<file path="config.mk">
export PLATFORM = sky130hd
export DESIGN_NAME = vga_console_writer
export DESIGN_NICKNAME = d
export VERILOG_FILES = /design/src/rtl/vga_console_writer.sv
export SDC_FILE = /design/constraint.sdc
export NUM_CORES = 1
export LEC_CHECK = 0
export BUFFER_PORTS_ARGS = -buffer_cell sky130_fd_sc_hd__buf_2
export CAP_MARGIN = 20
export CORE_MARGIN = 5
export CORE_UTILIZATION = 44
export CTS_BUF_LIST = sky130_fd_sc_hd__clkbuf_8 sky130_fd_sc_hd__clkbuf_16
export CTS_CLUSTER_SIZE = 24
export DETAILED_ROUTE_END_ITERATION = 7
export HOLD_SLACK_MARGIN = 0.08
export PLACE_DENSITY = 0.77
export RECOVER_POWER = 100
export SLEW_MARGIN = 25
export SYNTH_ARGS = -nofsm -noshare
export SYNTH_HDL_FRONTEND = slang
export SYNTH_SLANG_ARGS = --single-unit
</file>
<file path="constraint.sdc">
create_clock -name clk_i -period 3.55 [get_ports clk_i]
set_input_delay 0.1775 -clock clk_i [delete_from_list [all_inputs] [get_ports clk_i]]
set_output_delay 0.1775 -clock clk_i [all_outputs]
set_load 0.1 [all_outputs]
</file>
<file path="src/rtl/vga_console_writer.sv">
// Console writer: turns an ASCII byte stream into char/color map writes for the VGA bus
// controller, tracking the cursor and handling wrap, backspace, clear and hardware scroll.
module vga_console_writer #(
    parameter int          COLS      = 80,
    parameter int          ROWS      = 30,
    parameter logic [31:0] CHAR_BASE = 32'h0000_0000,
    parameter logic [31:0] COL_BASE  = 32'h0000_1000,
    parameter logic [7:0]  BLANK     = 8'h20
) (
    input  logic                    clk_i,
    input  logic                    rst_i,
    input  logic                    ch_valid_i,
    input  logic [7:0]              ch_data_i,
    input  logic [7:0]              color_i,
    output logic                    ch_ready_o,
    output logic                    busy_o,
    output logic [$clog2(ROWS)-1:0] cursor_row_o,
    output logic [$clog2(COLS)-1:0] cursor_col_o,
    output logic                    req_o,
    output logic                    write_enable_o,
    output logic [3:0]              mem_be_o,
    output logic [31:0]             addr_o,
    output logic [31:0]             write_data_o,
    input  logic [31:0]             read_data_i
);
    localparam int ROW_W      = $clog2(ROWS);
    localparam int COL_W      = $clog2(COLS);
    localparam int IDX_W      = $clog2(ROWS * COLS);
    localparam int WORDS      = ROWS * COLS / 4;
    localparam int ROW_WORDS  = COLS / 4;
    localparam int COPY_WORDS = WORDS - ROW_WORDS;
    localparam int CNT_W      = $clog2(WORDS);

    typedef enum logic [2:0] {IDLE, WR_CHR, WR_COL, SCR_RD, SCR_WR, CLR} state_t;

    state_t           state;
    logic [CNT_W-1:0] cnt;
    logic             map_sel;
    logic             clear_all;
    logic [7:0]       color_q;
    logic [31:0]      wdata_q;
    logic [IDX_W-1:0] idx;
    logic [31:0]      cell_off;
    logic [3:0]       cell_be;

    function automatic logic [31:0] word_addr(input logic sel, input logic [31:0] w);
        return (sel ? COL_BASE : CHAR_BASE) + (w << 2);
    endfunction

    assign idx      = IDX_W'(cursor_row_o) * IDX_W'(COLS) + IDX_W'(cursor_col_o);
    assign cell_off = 32'({idx[IDX_W-1:2], 2'b00});
    assign cell_be  = 4'b0001 << idx[1:0];

    assign ch_ready_o = (state == IDLE) && !rst_i;
    assign busy_o     = (state != IDLE);
    // Copy writes forward the word read in the previous cycle straight onto the bus.
    assign write_data_o = (state == SCR_WR) ? read_data_i : wdata_q;

    always_ff @(posedge clk_i) begin
        if (rst_i) begin
            state          <= IDLE;
            cursor_row_o   <= '0;
            cursor_col_o   <= '0;
            req_o          <= 1'b0;
            write_enable_o <= 1'b0;
            mem_be_o       <= 4'h0;
            addr_o         <= 32'h0;
            wdata_q        <= 32'h0;
            cnt            <= '0;
            map_sel        <= 1'b0;
            clear_all      <= 1'b0;
            color_q        <= 8'h0;
        end else begin
            req_o <= 1'b0;
            case (state)
                IDLE: begin
                    if (ch_valid_i) begin
                        color_q <= color_i;
                        if (ch_data_i >= 8'h20 && ch_data_i <= 8'h7E) begin
                            state          <= WR_CHR;
                            req_o          <= 1'b1;
                            write_enable_o <= 1'b1;
                            mem_be_o       <= cell_be;
                            addr_o         <= CHAR_BASE + cell_off;
                            wdata_q        <= {4{ch_data_i}};
                        end else begin
                            case (ch_data_i)
                                8'h0A: begin
                                    if (cursor_row_o == ROW_W'(ROWS - 1)) begin
                                        state          <= SCR_RD;
                                        map_sel        <= 1'b0;
                                        clear_all      <= 1'b0;
                                        cnt            <= '0;
                                        req_o          <= 1'b1;
                                        write_enable_o <= 1'b0;
                                        mem_be_o       <= 4'hF;
                                        addr_o         <= word_addr(1'b0, 32'(ROW_WORDS));
                                    end else begin
                                        cursor_col_o <= '0;
                                        cursor_row_o <= cursor_row_o + ROW_W'(1);
                                    end
                                end
                                8'h0D: cursor_col_o <= '0;
                                8'h08: begin
                                    if (cursor_col_o != '0)
                                        cursor_col_o <= cursor_col_o - COL_W'(1);
                                end
                                8'h0C: begin
                                    state          <= CLR;
                                    map_sel        <= 1'b0;
                                    clear_all      <= 1'b1;
                                    cnt            <= '0;
                                    req_o          <= 1'b1;
                                    write_enable_o <= 1'b1;
                                    mem_be_o       <= 4'hF;
                                    addr_o         <= CHAR_BASE;
                                    wdata_q        <= {4{BLANK}};
                                end
                                default: ;
                            endcase
                        end
                    end
                end
                WR_CHR: begin
                    state   <= WR_COL;
                    req_o   <= 1'b1;
                    addr_o  <= COL_BASE + cell_off;
                    wdata_q <= {4{color_q}};
                end
                WR_COL: begin
                    if (cursor_col_o != COL_W'(COLS - 1)) begin
                        state        <= IDLE;
                        cursor_col_o <= cursor_col_o + COL_W'(1);
                    end else if (cursor_row_o != ROW_W'(ROWS - 1)) begin
                        state        <= IDLE;
                        cursor_col_o <= '0;
                        cursor_row_o <= cursor_row_o + ROW_W'(1);
                    end else begin
                        state          <= SCR_RD;
                        map_sel        <= 1'b0;
                        clear_all      <= 1'b0;
                        cnt            <= '0;
                        req_o          <= 1'b1;
                        write_enable_o <= 1'b0;
                        mem_be_o       <= 4'hF;
                        addr_o         <= word_addr(1'b0, 32'(ROW_WORDS));
                    end
                end
                SCR_RD: begin
                    state          <= SCR_WR;
                    req_o          <= 1'b1;
                    write_enable_o <= 1'b1;
                    addr_o         <= word_addr(map_sel, 32'(cnt));
                end
                SCR_WR: begin
                    req_o <= 1'b1;
                    if (cnt != CNT_W'(COPY_WORDS - 1)) begin
                        state          <= SCR_RD;
                        cnt            <= cnt + CNT_W'(1);
                        write_enable_o <= 1'b0;
                        addr_o         <= word_addr(map_sel, 32'(cnt) + 32'(ROW_WORDS + 1));
                    end else if (!map_sel) begin
                        state          <= SCR_RD;
                        map_sel        <= 1'b1;
                        cnt            <= '0;
                        write_enable_o <= 1'b0;
                        addr_o         <= word_addr(1'b1, 32'(ROW_WORDS));
                    end else begin
                        // Both maps shifted up; blank the bottom row starting with the char map.
                        state   <= CLR;
                        map_sel <= 1'b0;
                        cnt     <= CNT_W'(COPY_WORDS);
                        addr_o  <= word_addr(1'b0, 32'(COPY_WORDS));
                        wdata_q <= {4{BLANK}};
                    end
                end
                CLR: begin
                    if (cnt != CNT_W'(WORDS - 1)) begin
                        req_o  <= 1'b1;
                        cnt    <= cnt + CNT_W'(1);
                        addr_o <= word_addr(map_sel, 32'(cnt) + 32'd1);
                    end else if (!map_sel) begin
                        req_o   <= 1'b1;
                        map_sel <= 1'b1;
                        cnt     <= clear_all ? '0 : CNT_W'(COPY_WORDS);
                        addr_o  <= word_addr(1'b1, clear_all ? 32'd0 : 32'(COPY_WORDS));
                        wdata_q <= {4{color_q}};
                    end else begin
                        state        <= IDLE;
                        cursor_col_o <= '0;
                        cursor_row_o <= clear_all ? '0 : ROW_W'(ROWS - 1);
                    end
                end
                default: state <= IDLE;
            endcase
        end
    end
endmodule

</file>
==> qor.csv <==
stage,metric,value,unit
sta,clock.fmax,313,MHz
sta,maxSlewHeadroom,0.196,
clock_network,ctsHoldBuffers,8,
route,dr_total_vias,5288,
worst_setup_path,startpoint_type,flip-flop,
clock_network,cts_tree,yes,
route,drc,0,
grt,grt_pass1_vias,4910,
sta,finalMaxSlewViolations,0,
placement,pre_cts_ws,578,ps
die,rows,38,
die,die_h,114,µm
placement,gp_congestion,0.935,
worst_setup_path,crit_chain,or3b_1 -> and2_1 -> a21o_1 -> clkbuf_1,
placement,placed_area,0.00537,mm²
placement,portBuffers,114,
clock_network,cts.sinks,61,
cells_and_area,synthToLayoutAreaGrowth,15.3,%
grt,grt_max_degree,55,
cells_and_area,design_area,0.00553,mm²
logic_synthesis,syn_inst,637,
power_and_ir_drop,peakVddDrop,0.318,mV
logic_synthesis,yosysWarnings,0,
route,drtAntennaViolNets,0,
worst_setup_path,path_class,reg -> out,
worst_setup_path,end_kind,output pin,
route,wl,15600,µm
sta,finClkSkew,9.07,ps
logic_synthesis,async_flop_share,0,
worst_setup_path,critical_path_buf_inv_count,1,
logic_synthesis,synth-main-ff-cell,dfxtp_1,
logic_synthesis,yosysUniqueCellTypes,73,
sta,worst-slew-pin-transition,1210,ps
logic_synthesis,synth_area,0.00479,mm²
worst_setup_path,cp.required,3370,ps
power_and_ir_drop,p_leak,2.46,nW
sta,rsz0062_at_grt,no,
worst_setup_path,critPathMaxFanout,23,
sta,setup_viol,0,
sta,finalSetupTns,0,ps
logic_synthesis,ys_ff_latch,61,
cells_and_area,antenna_cells,0,
placement,dp_hpwl,11500,µm
grt,antenna_found_initial,0,
grt,grt_pass1_wl,24600,µm
clock_network,ctsHtreeMaxLevel,3,
worst_setup_path,cpPeakStageDelay,880,ps
logic_synthesis,synth_edf_count,0,
grt,gr-total-overflow,0,
clock_network,numCtsBuffers,9,
clock_network,clockBufferDepth,2,
job,maxCapViolCount,0,
die,coreArea,0.0107,mm²
sta,min_period,3190,ps
placement,placedCellCount,858,
die,ioPinCount,135,
die,initial_core_util,0.446,
die,fp.dieW,114,µm
worst_setup_path,cp.arrival,3010,ps
cells_and_area,drive_above_1_share,0.126,
worst_setup_path,cp_top_family,simple AND/OR/NAND/NOR gates,
grt,gr-usage-all-layers,0.230,
clock_network,path_clk_slew,70,ps
clock_network,cts_root_buf,clkbuf_8,
sta,hold_viol_final,0,
worst_hold_path,hold_path_class,in -> reg,
cells_and_area,fin_cells,881,
logic_synthesis,postSynthAreaPerCell,7.53,µm²
sta,period_share,0.899,
cells_and_area,nets,809,
power_and_ir_drop,power_density,448,mW/mm²
outcome,status,finished clean,
logic_synthesis,ys_seq_area_frac,0.255,
clock_network,clk_latency,350,ps
route,via_per_inst,6.00,
route,drt_iter0_drc,550,
route,routedWlPerCell,17.7,µm
worst_setup_path,crit_slowest_cell,clkbuf_1,
sta,fin_ws,359,ps
clock_network,cts_setup_buffers,0,
clock_network,cts_resized,0,
route,drt_first_pass_iters,6,
sta,fin_hold_ws,220,ps
die,fp.dieArea,0.0131,mm²
==> worst min-delay path, cell delays in order <==
cell and delay (ps):
buf_2 120, a221oi_1 80, nor3_1 140
==> layer usage <==
layer / GRT usage / wire, µm / part of all wire / vias to the layer above
met1: 0.310 / 6720 / 0.43 / 2498
li1: - / - / - / 2525
met3: 0.0381 / 1070 / 0.068 / 35
met2: 0.375 / 7520 / 0.48 / 230
met5: 0 / 0 / 0 / -
met4: 0.0681 / 287 / 0.018 / 0
==> stage by stage <==
stage          total power, mW   util
5_1_grt                   2.57  0.514
3_5_place_dp              1.90  0.500
4_1_cts                   2.50  0.524
6_report                  2.47  0.514
3_3_place_gp              1.89  0.500
2_1_floorplan             1.73      -
==> layout make-up <==
| cell class | instances | area, µm² |
|---|---|---|
| fill | 1110 | 5220 |
| clock inverter | 6 | 56.3 |
| inverter | 15 | 56.3 |
| multi-input combinational | 518 | 3260 |
| sequential | 61 | 1220 |
| clock buffer | 9 | 124 |
| tap | 140 | 175 |
| timing repair buffer | 132 | 636 |
==> placed cells by master, fill, tap and decap left out, types with 5 or more instances in the layout <==
master	n
a211oi_1	10
a21o_1	38
a21oi_1	67
a221oi_1	7
a311oi_1	9
a31oi_1	12
and2_1	11
and3_1	9
buf_2	51
buf_4	7
clkbuf_1	66
clkbuf_8	9
conb_1	20
dfxtp_1	61
dlygate4sd3_1	8
ha_1	19
inv_1	16
nand2_1	60
nand2b_1	6
nand3_1	17
nand4_1	5
nor2_1	46
nor2b_1	15
nor3_1	22
nor3b_1	6
o211ai_1	5
o21ai_0	34
o221a_2	5
or2_2	6
or3_1	5
==> kinds of logic after synthesis <==
logic type,synth area share
compound gates,0.337
xor+xnor,0.0146
fa+ha+maj,0.0579
buf+inv,0.0788
flops,0.255
mux,0.0107
other cells,0.000782
simple gates,0.246
==> state kept, by name (all words and copies together) (netlist names), 3 cells and up <==
signal / cells
addr_o: 12
cnt: 10
color_q: 8
wdata_q: 8
cursor_col_o: 7
cursor_row_o: 5
mem_be_o: 4
state: 3
==> report_power, final <==
group	internal, mW	leakage, nW	switching (mW)
Clock	0.314	0.0960	0.282
Combinational	0.188	1.87	0.921
Sequential	0.732	0.497	0.0375
Total	1.23	2.46	1.24
==> synth_stat cells, drive strengths merged (11+ instances only) <==
cell type / instances / share of area
a21oi: 68 / 0.072
nor2b: 15 / 0.020
a211oi: 11 / 0.018
clkbuf: 29 / 0.023
dfxtp: 61 / 0.25
nand2: 60 / 0.047
o21ai: 34 / 0.035
nor2: 47 / 0.037
nand3: 17 / 0.018
buf: 33 / 0.044
a21o: 38 / 0.059
a31oi: 12 / 0.016
ha: 19 / 0.050
inv: 15 / 0.012
and2: 13 / 0.017
nor3: 22 / 0.023
==> worst paths after layout <==
check / cells past startpoint / end / slack [ps] / from
hold / removal: 3 / wdata_q[28] / 220 / ch_data_i[4]
hold reg to reg: 2 / color_q[1] / 460 / color_q[1]
setup / recovery: 4 / write_data_o[9] / 360 / state[1]
setup reg to reg: 9 / addr_o[13] / 430 / state[1]
Note: power is estimated with default switching activity, not from simulation.
